<file path="src/rtl/mem_port_arbiter.sv">
// mem_port_arbiter: shares one single-ported, 1-cycle-read-latency
// byte-lane memory between the instruction port (I) and data port (D).
//
// Ports:
//   clock, reset       rising-edge clock, synchronous active-high reset
//   i_req..i_wdata     I request bundle, held stable until i_gnt
//   i_gnt              I accepted this cycle (combinational)
//   i_rvalid/rdata/err I response, one cycle after a read/illegal grant
//   d_*                same set for the data port
//   mem_*              shared memory bus; mem_data_out is registered data
module mem_port_arbiter #(
  parameter int MODE     = 0,
  parameter int MAX_WAIT = 4
) (
  input  logic        clock,
  input  logic        reset,
  input  logic        i_req,
  input  logic [31:0] i_addr,
  input  logic [3:0]  i_width,
  input  logic        i_write,
  input  logic [31:0] i_wdata,
  output logic        i_gnt,
  output logic        i_rvalid,
  output logic [31:0] i_rdata,
  output logic        i_err,
  input  logic        d_req,
  input  logic [31:0] d_addr,
  input  logic [3:0]  d_width,
  input  logic        d_write,
  input  logic [31:0] d_wdata,
  output logic        d_gnt,
  output logic        d_rvalid,
  output logic [31:0] d_rdata,
  output logic        d_err,
  output logic [31:0] mem_address,
  output logic [3:0]  mem_width,
  output logic        mem_write_en,
  output logic [31:0] mem_data_in,
  input  logic [31:0] mem_data_out
);

  localparam logic [3:0] LP_MAX = 4'(MAX_WAIT);

  localparam logic [1:0] OWN_NONE = 2'd0;
  localparam logic [1:0] OWN_I    = 2'd1;
  localparam logic [1:0] OWN_D    = 2'd2;

  logic        r_last_d;
  logic [3:0]  r_wait;
  logic [1:0]  r_owner;
  logic        r_err;

  logic        w_i_win;
  logic        w_d_win;
  logic        w_gnt;
  logic        w_legal;
  logic [31:0] w_addr;
  logic [3:0]  w_width;
  logic        w_write;
  logic [31:0] w_wdata;
  logic        w_i_own;
  logic        w_d_own;

  // Winner selection; nothing is granted while in reset.
  always_comb begin
    w_i_win = 1'b0;
    w_d_win = 1'b0;
    if (!reset) begin
      unique case (1'b1)
        (i_req && !d_req): w_i_win = 1'b1;
        (d_req && !i_req): w_d_win = 1'b1;
        (i_req && d_req): begin
          if (MODE == 0)
            w_i_win = (r_wait == LP_MAX);
          else
            w_i_win = r_last_d;
          w_d_win = !w_i_win;
        end
        default: ;
      endcase
    end
  end

  assign w_gnt = w_i_win | w_d_win;
  assign i_gnt = w_i_win;
  assign d_gnt = w_d_win;

  always_comb begin
    w_addr  = w_d_win ? d_addr  : i_addr;
    w_width = w_d_win ? d_width : i_width;
    w_write = w_d_win ? d_write : i_write;
    w_wdata = w_d_win ? d_wdata : i_wdata;
  end

  always_comb begin
    case (w_width)
      4'd1:    w_legal = 1'b1;
      4'd2:    w_legal = !w_addr[0];
      4'd4:    w_legal = (w_addr[1:0] == 2'b00);
      default: w_legal = 1'b0;
    endcase
  end

  // Illegal grants leave the bus idle so memory is never touched.
  always_comb begin
    mem_address  = '0;
    mem_width    = '0;
    mem_write_en = 1'b0;
    mem_data_in  = '0;
    if (w_gnt && w_legal) begin
      mem_address  = w_addr;
      mem_width    = w_width;
      mem_write_en = w_write;
      mem_data_in  = w_wdata;
    end
  end

  always_ff @(posedge clock) begin
    if (reset) begin
      r_last_d <= 1'b1;
      r_wait   <= '0;
      r_owner  <= OWN_NONE;
      r_err    <= 1'b0;
    end else begin
      if (w_gnt)
        r_last_d <= w_d_win;
      if (i_req && !w_i_win) begin
        if (r_wait != LP_MAX)
          r_wait <= r_wait + 4'd1;
      end else begin
        r_wait <= '0;
      end
      // Only reads and rejected requests owe a response.
      if (w_gnt && (!w_write || !w_legal)) begin
        r_owner <= w_d_win ? OWN_D : OWN_I;
        r_err   <= !w_legal;
      end else begin
        r_owner <= OWN_NONE;
        r_err   <= 1'b0;
      end
    end
  end

  assign w_i_own  = !reset && (r_owner == OWN_I);
  assign w_d_own  = !reset && (r_owner == OWN_D);

  assign i_rvalid = w_i_own;
  assign i_err    = w_i_own && r_err;
  assign i_rdata  = (w_i_own && !r_err) ? mem_data_out : '0;

  assign d_rvalid = w_d_own;
  assign d_err    = w_d_own && r_err;
  assign d_rdata  = (w_d_own && !r_err) ? mem_data_out : '0;

endmodule

</file>
<file path="config.mk">
export PLATFORM = sky130hd
export DESIGN_NAME = mem_port_arbiter
export DESIGN_NICKNAME = d
export VERILOG_FILES = /design/src/rtl/mem_port_arbiter.sv
export SDC_FILE = /design/constraint.sdc
export NUM_CORES = 1
export LEC_CHECK = 0
export ABC_AREA = 1
export CAP_MARGIN = 20
export CORE_AREA = 2 2 121 123
export DETAILED_ROUTE_END_ITERATION = 8
export DIE_AREA = 0 0 123 125
export GPL_ROUTABILITY_DRIVEN = 0
export PLACE_DENSITY = 0.62
export SYNTH_ARGS = -nofsm -noshare
export SYNTH_HDL_FRONTEND = slang
export SYNTH_SLANG_ARGS = --single-unit
</file>
<file path="constraint.sdc">
create_clock -name clock -period 2.95 [get_ports clock]
set_input_delay 0.59 -clock clock [delete_from_list [all_inputs] [get_ports clock]]
set_output_delay 0.59 -clock clock [all_outputs]
set_load 0.01 [all_outputs]
</file>
==> reports/metrics.cfg <==
[status]
status=completed

[synth]
synth_area_leader_cell=nand2_1
syn-num-nets=582
synth.avg_cell_area_sq_um=4.87
seq_area_frac_synth_pct=7.08
synth_area_leaders=nand2_1 (27%), nor2_1 (15%), a21oi_2 (13%)
yosys_warnings=0
synthesis.instances=406
ys_types=29
syn-cell-area_sq_um=1980
netlist.area_leader.share_pct=27.3
ys_seq_elements=7

[final_layout]
post_layout_nonfiller_instances=920
layout-drive-gt1-share_pct=22.7
insertedDiodeCount=0
post_route_utilization_pct=39.7
nets=913
layout-area-overhead-vs-synth_pct=185

[critical_path]
cp-start-kind=primary input
critPathRequiredTime_ns=2.36
cp_max_fo=6
cpMaxStageDelayCell=nor2_4
path_cells=buf_4 > inv_2 > nor2_4 > buf_12 > nand3b_1 > nand2_2 > inv_1 > nand2_1 > nand2_2 > nor2_4 > nand2_4 > buf_12 > clkbuf_16 > a21oi_4 > buf_6
timing.critical_path.to_type=output pin
timing.critical_path.slowest_cell_delay_ns=0.16
timing.critical_path.arrival_ns=2.26
critPathKind=in2out

[cts]
buffer_levels_on_the_longest_clock_path=2
cts_htree_levels=1
tritoncts=yes
clock_sinks=7
worst_setup_hold_path_clk_slew_ns=0.04
clk_latency_ns=0.23
clock_tree.root_cell=clkbuf_16
cts_buffers=3

[drt]
avgViaCountPerCell=4.00
detailedRoute.firstPassIterationCount=4
routed_wl_um=12800
vias=3681
antenna_left=0
drt-wirelength-per-cell_um=13.9
drtIter0Drc=58
drc_markers=0

[global_route]
grt_pass1_vias=3632
gr-usage-all-layers_pct=15.7
overflow=0
first_pass_grt_wire_length_um=19000
grt_start_max_net_pins=59
grt_antenna_before_repair=0

[power_and_ir_drop]
cellLeakagePower_nw=2.58
worst_ir_drop_vdd_mv=0.131
power_density_nw_per_um2=161
fin_total_pwr_w=0.000907

[place]
port_buffers=311
dp.final_hpwl_um=10700
numPlacedInstances=905

[floorplanning]
die_width_um=123
placement_rows=44
chipHeight_um=125
placeableCoreArea_sq_um=14200
top_level_ports=313
fp.dieArea_sq_um=15400
start_util_pct=13.9

[sta]
finalWorstPathRequiredPeriod_ns=2.85
final-max-slew-violation-count=0
period_share_pct=96.5
hold_viol_final=0
rsz_0062_raised_after_global_routing=true
timing.final.setup_violations=0
max_freq_ghz=0.351
skew_ns=0.00294

[flow_run]
drv.max_cap_violation_count=0

[min_path]
min_path_type=reg2reg

==> cell usage after synthesis (all sizes together) <==
cell / number
nor2: 81
nor4: 1
o21ai: 2
nand3b: 2
buf: 8
a211oi: 1
nor3: 1
ha: 2
conb: 1
a21oi: 63
xnor2: 1
inv: 54
a21boi: 1
nand4: 3
or2: 2
clkbuf: 20
nand3: 8
dfxtp: 7
nand2: 148
==> state kept, by name, summed over array words and instances, names as in the netlist <==
| signal | cells |
|---|---|
| r_owner | 2 |
| r_err | 1 |
| r_wait | 4 |
==> critical path: cells and delay by family <==
family,cells,cell delay [ns]
AND/OR/NAND/NOR,7,0.77
buffers and inverters,7,0.76
AO/OA/AOI/OAI,1,0.12
==> power breakdown <==
| part | total, W | internal (W) | switching, W |
|---|---|---|---|
| combinational | 0.000570 | 0.000343 | 0.000227 |
| sequential | 0.000101 | 0.0000994 | 0.00000196 |
| clock | 0.000235 | 0.000180 | 0.0000549 |
| total | 0.000907 | 0.000623 | 0.000284 |
==> layout by cell type, fill, tap and decap left out, types with 2 or more instances in the layout <==
cell	n
clkbuf_16	4
dfxtp_1	5
a21oi_2	38
nor2_4	2
nand2_1	140
nor2_1	79
buf_12	9
inv_2	4
nand4_1	2
dfxtp_2	2
inv_1	50
a21oi_4	4
buf_2	28
buf_4	29
clkbuf_2	19
nand3_2	2
nand3_1	6
buf_6	7
nand3b_1	2
dlymetal6s2s_1	2
nand2_4	3
dlygate4sd2_1	2
nand2_2	6
a21oi_1	21
clkdlybuf4s15_1	11
clkdlybuf4s50_1	238
clkdlybuf4s15_2	6
==> per-layer routing <==
layer  track usage [%]  wire length (um)
met1              15.5              4440
met2              30.9              6680
met5                 0                 0
met4              4.61               332
met3              4.24              1360
==> repair_timing <==
action,4_1_cts,5_1_grt
pin swaps,7,13
gates resized for setup,217,58
setup endpoints to repair,123,69
buffers inserted,7,1
hold buffers,0,0
gates cloned,3,1
==> kinds of logic after synthesis <==
kind of cell	Yosys count	synth area share (%)
AOI/OAI and AO/OA	67	22.9
DFF	7	7.08
buffers and inverters	82	17.5
xor gates and xnor gates	1	0.443
and+or+nand+nor	246	50.7
adders and majority gates	2	1.26
other	1	0.190
==> stage by stage <==
stage	hold slack (ns)	worst slack, ns	cell area (sq um)	setup TNS (ns)
finish	0.523	0.105	5640	0
global route	0.549	-0.0132	5640	-0.106
CTS	0.524	0.0105	5670	0
detailed placement	0.519	-0.783	5510	-48.55
global placement	0.510	-0.758	5510	-45.66
floorplan	0.430	0.501	1980	0
==> cell type report <==
| cell class | count | area [sq um] |
|---|---|---|
| inverter | 54 | 203 |
| sequential | 7 | 143 |
| fill | 1521 | 8570 |
| multi-input combinational | 318 | 1620 |
| tap | 184 | 230 |
| timing repair buffer | 353 | 3370 |
| clock buffer | 4 | 78.8 |
==> worst paths after layout <==
kind | start | end | slack (ns) | cells past startpoint
worst max-delay path | d_req | mem_address[16] | 0.10 | 15
worst min-delay path | r_wait[0] | r_wait[0] | 0.52 | 2
worst max register to register | r_wait[1] | r_owner[1] | 0.93 | 12
worst min register to register | r_wait[0] | r_wait[0] | 0.52 | 2
No activity file was read; power rests on OpenSTA's default activity.
